--- src/rtl/bin2bcd_seq.sv ---
`default_nettype none
// ============================================================================
// Module      : rca4
// Description : 4-bit ripple-carry adder built from a chain of full adders.
//               Ports: x, y (addends), c_in (carry in), sum, c_out.
// Revision    : 1.0 - initial release
// ============================================================================
module rca4 (
  input  logic [3:0] x,
  input  logic [3:0] y,
  input  logic       c_in,
  output logic [3:0] sum,
  output logic       c_out
);

  logic [4:0] w_c;

  assign w_c[0] = c_in;

  for (genvar i = 0; i < 4; i++) begin : g_bit
    assign sum[i]   = x[i] ^ y[i] ^ w_c[i];
    assign w_c[i+1] = (x[i] & y[i]) | (w_c[i] & (x[i] ^ y[i]));
  end

  assign c_out = w_c[4];

endmodule

// ============================================================================
// Module      : bin2bcd_seq
// Description : Iterative shift-and-add-3 (double dabble) binary-to-BCD
//               converter. One WIDTH-bit operand per start pulse; the packed
//               DIGITS-digit BCD result appears WIDTH cycles later.
//               Ports:
//                 clk     - system clock, rising edge
//                 reset_n - asynchronous active-low reset
//                 start   - conversion request, sampled only when idle
//                 bin     - unsigned binary operand, captured on acceptance
//                 busy    - high while a conversion is running
//                 done    - one-cycle pulse, bcd just updated
//                 bcd     - packed result, digit k at [4k+3:4k], k=0 = units
// Revision    : 1.0 - initial release
// ============================================================================
module bin2bcd_seq #(
  parameter int WIDTH  = 8,
  parameter int DIGITS = 3
) (
  input  logic                  clk,
  input  logic                  reset_n,
  input  logic                  start,
  input  logic [WIDTH-1:0]      bin,
  output logic                  busy,
  output logic                  done,
  output logic [4*DIGITS-1:0]   bcd
);

  localparam int c_BCD_W = 4 * DIGITS;
  localparam int c_SR_W  = c_BCD_W + WIDTH;
  localparam int c_CNT_W = $clog2(WIDTH + 1);
  localparam logic [c_CNT_W-1:0] c_LAST = c_CNT_W'(WIDTH - 1);

  // Integration check: too few digits silently truncates the high-order result.
  if ((WIDTH < 4) || (WIDTH > 16) || ((10 ** DIGITS) <= ((2 ** WIDTH) - 1))) begin : g_param_check
    $error("bin2bcd_seq: illegal WIDTH/DIGITS combination");
  end

  typedef enum logic [0:0] {
    S_IDLE = 1'b0,
    S_CONV = 1'b1
  } state_t;

  state_t               r_state;
  logic [c_SR_W-1:0]    r_sr;
  logic [c_CNT_W-1:0]   r_cnt;

  logic [c_SR_W-1:0]    w_adj;
  logic [c_SR_W-1:0]    w_shifted;
  logic [DIGITS-1:0]    w_cout;

  // Binary bits below the BCD field pass through uncorrected.
  assign w_adj[WIDTH-1:0] = r_sr[WIDTH-1:0];

  for (genvar k = 0; k < DIGITS; k++) begin : g_digit
    logic [3:0] w_dig;
    logic [3:0] w_sum;

    assign w_dig = r_sr[WIDTH + 4*k +: 4];

    rca4 u_add3 (
      .x     (w_dig),
      .y     (4'b0011),
      .c_in  (1'b0),
      .sum   (w_sum),
      .c_out (w_cout[k])
    );

    assign w_adj[WIDTH + 4*k +: 4] = (w_dig >= 4'd5) ? w_sum : w_dig;
  end

  assign w_shifted = w_adj << 1;

  always_ff @(posedge clk or negedge reset_n) begin
    if (!reset_n) begin
      r_state <= S_IDLE;
      r_sr    <= '0;
      r_cnt   <= '0;
      busy    <= 1'b0;
      done    <= 1'b0;
      bcd     <= '0;
    end else begin
      done <= 1'b0;
      case (r_state)
        S_IDLE: begin
          if (start) begin
            r_sr    <= {{c_BCD_W{1'b0}}, bin};
            r_cnt   <= '0;
            busy    <= 1'b1;
            r_state <= S_CONV;
          end
        end
        S_CONV: begin
          r_sr  <= w_shifted;
          r_cnt <= r_cnt + 1'b1;
          // Last iteration: publish the BCD field only now so bcd never
          // exposes partial results.
          if (r_cnt == c_LAST) begin
            bcd     <= w_shifted[c_SR_W-1 -: c_BCD_W];
            done    <= 1'b1;
            busy    <= 1'b0;
            r_state <= S_IDLE;
          end
        end
        default: r_state <= S_IDLE;
      endcase
    end
  end

  // A corrected digit is at most 9+3 = 12, so the add-3 never carries out.
  a_no_add3_carry: assert property (@(posedge clk) disable iff (!reset_n)
                                    w_cout == '0);

endmodule
`default_nettype wire

--- config.mk ---
export PLATFORM = sky130hd
export DESIGN_NAME = bin2bcd_seq
export DESIGN_NICKNAME = d
export VERILOG_FILES = /design/src/rtl/bin2bcd_seq.sv
export SDC_FILE = /design/constraint.sdc
export NUM_CORES = 1
export LEC_CHECK = 0
export ABC_AREA = 1
export BUFFER_PORTS_ARGS = -buffer_cell sky130_fd_sc_hd__buf_2
export CAP_MARGIN = 30
export CORE_ASPECT_RATIO = 2
export CORE_MARGIN = 5
export CORE_UTILIZATION = 30
export DETAILED_ROUTE_END_ITERATION = 16
export PLACE_DENSITY = 0.53
export SLEW_MARGIN = 20
export SYNTH_ARGS = -nofsm -noshare
export SYNTH_HDL_FRONTEND = slang
export SYNTH_SLANG_ARGS = --single-unit
export TNS_END_PERCENT = 5
--- constraint.sdc ---
create_clock -name clk -period 1.72 [get_ports clk]
set_input_delay 0.172 -clock clk [delete_from_list [all_inputs] [get_ports clk]]
set_output_delay 0.172 -clock clk [all_outputs]
set_load 0.02 [all_outputs]
## Word-level counts from Yosys, hierarchy flattened

Cells that the tools add are included.

- Bits in registers: 39
- Bits of input ports: 11
- Output and inout bits: 14
- Logic and storage cells: 53

- $add $sub $neg: 1
- $lt $le $gt $ge: 3
- Eq/ne operators: 3
- Multiplexer cells: 15
- Bitwise gates (word level): 23
- Reductions and logical operators: 2

Operators with widths:

| operator | count |
|---|---|
| 20-bit one-hot mux with 2 select lines | 1 |
| 20-bit 2-to-1 mux | 1 |
| 4-bit by 3-bit >= comparator with 1-bit output, second input constant | 3 |
| 4-bit 2-to-1 mux | 3 |
| 4-bit one-hot mux with 2 select lines | 1 |
| 1-bit bitwise XOR | 8 |
| 1-bit inverter | 7 |
| 1-bit 2-to-1 mux | 6 |
| 1-bit AND | 5 |
| 4-bit by 1-bit adder with 4-bit output, second input constant | 1 |
| 4-bit by 3-bit == test with 1-bit output, second input constant | 1 |
| 1-bit one-hot mux with 2 select lines | 2 |
| 2-bit AND reduction | 2 |
| 3-bit 2-to-1 mux | 1 |
| 1-bit bitwise OR | 3 |
| 2-bit by 1-bit inequality test with 1-bit output, second input constant | 1 |
| 2-bit inequality test, second input constant | 1 |

## Depth between registers and ports, before layout

- Word-level depth: 7
- Mapped depth: 9
- Mapped depth without buffers: 9

## Cells and area by module

From an unflattened synthesis, not the netlist that was laid out.

- Cells, all modules: 254
- Area total of the unflattened synthesis: 2112.0 sq um

Modules (own cells, without submodules):

| module | instances | cells an instance | area each (sq um) | seq. area each (sq um) |
|---|---|---|---|---|
| bin2bcd_seq | 1 | 212 | 1759.2 | 975.9 |
| rca4 | 3 | 14 | 117.6 | 0.0 |

## Worst setup path before layout

Ideal clock, no wire load.

- Path type: register to register
- Start: register r_sr[12]
- End: register r_sr[15]
- Library setup time: 0.127 ns
- Arrival time: 1.148 ns
- Data required time: 1.593 ns
- Setup slack: 0.445 ns
- Cell stages (with the launch flop): 9
- Path buffers: 0
- Clock period less this slack: 1.275 ns
- Cells stage by stage: dfrtp_1 -> inv_1 -> ha_1 -> inv_1 -> ha_1 -> inv_1 -> nand2_1 -> nand3_1 -> o21ai_0

- Cells in the longest elaborated chain, start to end: 5
- Elaborated cells between the ends (all ways): 6
- Classes of those cells: order compare (1); mux (2); bitwise (3)

Ends and longest elaborated chain:

| what | line | RTL |
|---|---|---|
| from (decl) | 73 | `logic [c_SR_W-1:0] r_sr;` |
| from (signal assigned) | 115 | `r_sr <= {{c_BCD_W{1'b0}}, bin};` |
| from (signal assigned) | 122 | `r_sr <= w_shifted;` |
| parallel branches: the longest is 3 deep, another holds 4-bit by 3-bit >= comparator with 1-bit output | n/a |  |
| 4-bit 2-to-1 mux * | 97 | `assign w_adj[WIDTH + 4*k +: 4] = (w_dig >= 4'd5) ? w_sum : w_dig;` |
| 20-bit one-hot mux with 2 select lines * | 112 | `case (r_state)` |

Mark *: on every way between the ends.
A chain may end at the register's enable or synchronous reset.

## Worst setup path after layout

Ends and elaborated chain as after synthesis.

==> impl_metrics.json <==
{
  "vias": 1499,
  "arrival_ns": 1.58,
  "path_class": "reg -> reg",
  "status": "finished clean",
  "routabilityCongestion": 0.841,
  "cp_common_cell": "inv_1",
  "ys_ff_latch": 39,
  "firstDrtPassIters": 4,
  "grt_max_degree": 40,
  "hold_ws_ns": 0.0943,
  "yosysWarnings": 0,
  "finalMaxSlewViolations": 0,
  "syn_nets": 242,
  "synthToLayoutAreaGrowth_pct": 23.0,
  "yosysUniqueCellTypes": 20,
  "start_kind": "flop",
  "irDropWorstVdd_mv": 0.799,
  "hp-start": "bin[3]",
  "cts_tree": "yes",
  "slowest_delay_ns": 0.43,
  "synth_edf_count": 0,
  "utilization_pct": 37.9,
  "fin_skew_ns": 0.00605,
  "grt-ovfl-total": 0,
  "worstPathCellList": "inv_1 > ha_1 > inv_1 > ha_1 > inv_1 > nand2_1 > nand3_1 > o21ai_0",
  "nets": 275,
  "viasPerCell": 4.41,
  "clkTransAtPathRegs_ns": 0.06,
  "routed_wl_um": 4020,
  "reg2reg_from": "r_sr[12]",
  "synth_compound_area_share_pct": 4.10,
  "worst_ep_required_time_ns": 1.88,
  "synth_area_leaders": "dfrtp_1, nand2_1, nand3_1",
  "yosysMostFrequentCell": "nand2_1",
  "syn_area_per_cell_um2": 8.39,
  "cts_hold_buf": 1,
  "clk_latency_ns": 0.28,
  "die_x_um": 65.7,
  "io_buffers": 24,
  "timing.rr.end": "r_sr[15]",
  "yosys.area_share.adder_pct": 6.04,
  "path_buf_inv": 3,
  "coreArea_um2": 6060,
  "synth_top_family_by_area": "simple AND/OR/NAND/NOR gates",
  "finalCriticalPeriod_ns": 1.41,
  "final_min_period_over_clock_period_pct": 82.1,
  "synth_flop_cell": "dfrtp_1",
  "crit_path_top_delay_cell": "dfrtp_1",
  "num_antenna_cells": 0,
  "cts.sinks": 39,
  "drive_gt1_share_pct": 16.4,
  "synth_xor_area_share_pct": 1.41,
  "ant_nets": 0,
  "grt_pass1_vias": 1561,
  "synthSimpleGateAreaFrac_pct": 28.7,
  "yosysTopAreaCellShare_pct": 52.4,
  "synth.area.mux_share_pct": 0,
  "final_hold_viol_count": 0,
  "holdPathStages": 3,
  "htree_levels": 2,
  "setup_viol": 0,
  "tightest_slew_ns": 0.501,
  "endpoint_kind": "flop",
  "route.detailed.drc": 0,
  "leakage_uw": 0.00121,
  "p_per_area_nw_per_um2": 2100,
  "avgRoutedWirePerCell_um": 11.8,
  "cap_viol_max_count": 0,
  "yosysSeqAreaShare_pct": 52.4,
  "synth_cells": 222,
  "antenna_found_initial": 0,
  "boundaryPins": 25,
  "cts-root-buf": "clkbuf_16",
  "synth_common_cells": "nand2_1, dfrtp_1, nand3_1, inv_1, o21ai_0",
  "cts_inserted_buffers": 5,
  "critPathMaxFanout": 4,
  "grtUsageTotal_pct": 11.6,
  "post_cts.repair.setup_buffers": 0,
  "grt_first_pass_wirelength_um": 7090,
  "drtIter0Drc": 46,
  "cts_resized": 0,
  "hold-path-endpoint": "r_sr[3]",
  "synth_top_area_cell": "dfrtp_1",
  "die_y_um": 121,
  "hpwl_um": 3040,
  "rsz0062_at_grt": "false",
  "max_freq_ghz": 0.708,
  "async_reset_ff_share_pct": 100,
  "netlist_area_um2": 1860,
  "r2r_cells": 8,
  "cp_top_family": "adder cells",
  "start_util_pct": 30.8,
  "die-area_um2": 7980,
  "rrSetupSlack_ns": 0.31,
  "hold_path.class": "in -> reg",
  "row_count": 40,
  "clk_path_buf_depth": 2,
  "fin_tns_setup_ns": 0,
  "slew-limit-headroom_pct": 66.6
}
-- sequential cells by signal, indices dropped and copies added (netlist names) --
register and count:
r_sr 20, r_cnt 4, busy 1, r_state 1, bcd 12, done 1
-- layout make-up --
type                    instances  area (um^2)
fillers                       636         3760
flip-flops and latches         39          976
multi-input cells             153          749
repair buffers                 32          183
clock buffers                   6          129
well taps                      84          105
inverters                      24         90.1
clock inverters                 2         60.1
-- through the flow --
step	setup WS, ns	instances	area (um^2)	power, uW
final	0.308	340	2290	4810
after global routing	0.180	340	2290	5250
after CTS	0.291	340	2290	4900
after detailed placement	0.309	331	2090	3680
after global placement	0.310	331	2090	3680
after floorplan	0.445	222	1860	3090
-- routing by layer --
layer | up-vias | wire length [um] | track usage (%)
li1 | 763 | - | -
met1 | 707 | 1630 | 12.6
met2 | 22 | 2120 | 19.9
met3 | 7 | 178 | 3.43
met4 | 0 | 95 | 5.84
met5 | - | 0 | 0
-- worst register-to-register path: cells and delay by family, from the launching register on --
kind / cells / cell delay (ns)
AO/OA/AOI/OAI: 1 / 0.07
adder cells (fa/ha/maj): 2 / 0.45
buffers and inverters: 3 / 0.20
flip-flops: 1 / 0.43
AND/OR/NAND/NOR: 2 / 0.13
-- cell usage in the layout (no fill, tap or decap) --
cell / count
clkbuf_16: 5
ha_1: 9
o21ai_0: 12
dlygate4sd3_1: 1
clkinv_1: 1
xor2_1: 2
clkbuf_1: 1
nand3_1: 30
nand4_1: 1
o211ai_1: 1
dfrtp_1: 39
nand2_1: 89
buf_4: 7
xnor2_1: 1
bufinv_16: 2
inv_2: 1
a22o_1: 1
nor2_1: 4
or2_2: 1
nand2_2: 1
buf_2: 24
inv_1: 22
nor3_4: 1
-- report_power, final --
part	internal, uW	switching, uW
clock	832	360
sequential	1340	317
combinational	743	1220
-- kinds of logic (layout without fill, tap and decap cells) --
group           count (synthesis)  in the layout
simple gates                  127            127
xor+xnor                        3              3
flops                          39             39
buf+inv                        30             64
compound gates                 14             14
fa+ha+maj                       9              9
-- worst max-delay path by stage --
stage / end / startpoint / slack (ns) / cells past startpoint
floorplan: r_sr[15] / r_sr[12] / 0.45 / 8
global placement: r_sr[15] / r_sr[12] / 0.31 / 8
detailed placement: r_sr[15] / r_sr[12] / 0.31 / 8
CTS: r_sr[15] / r_sr[12] / 0.29 / 8
global route: r_sr[15] / r_sr[12] / 0.18 / 8
finish: r_sr[15] / r_sr[12] / 0.31 / 8
(Power assumes the default switching activity.)
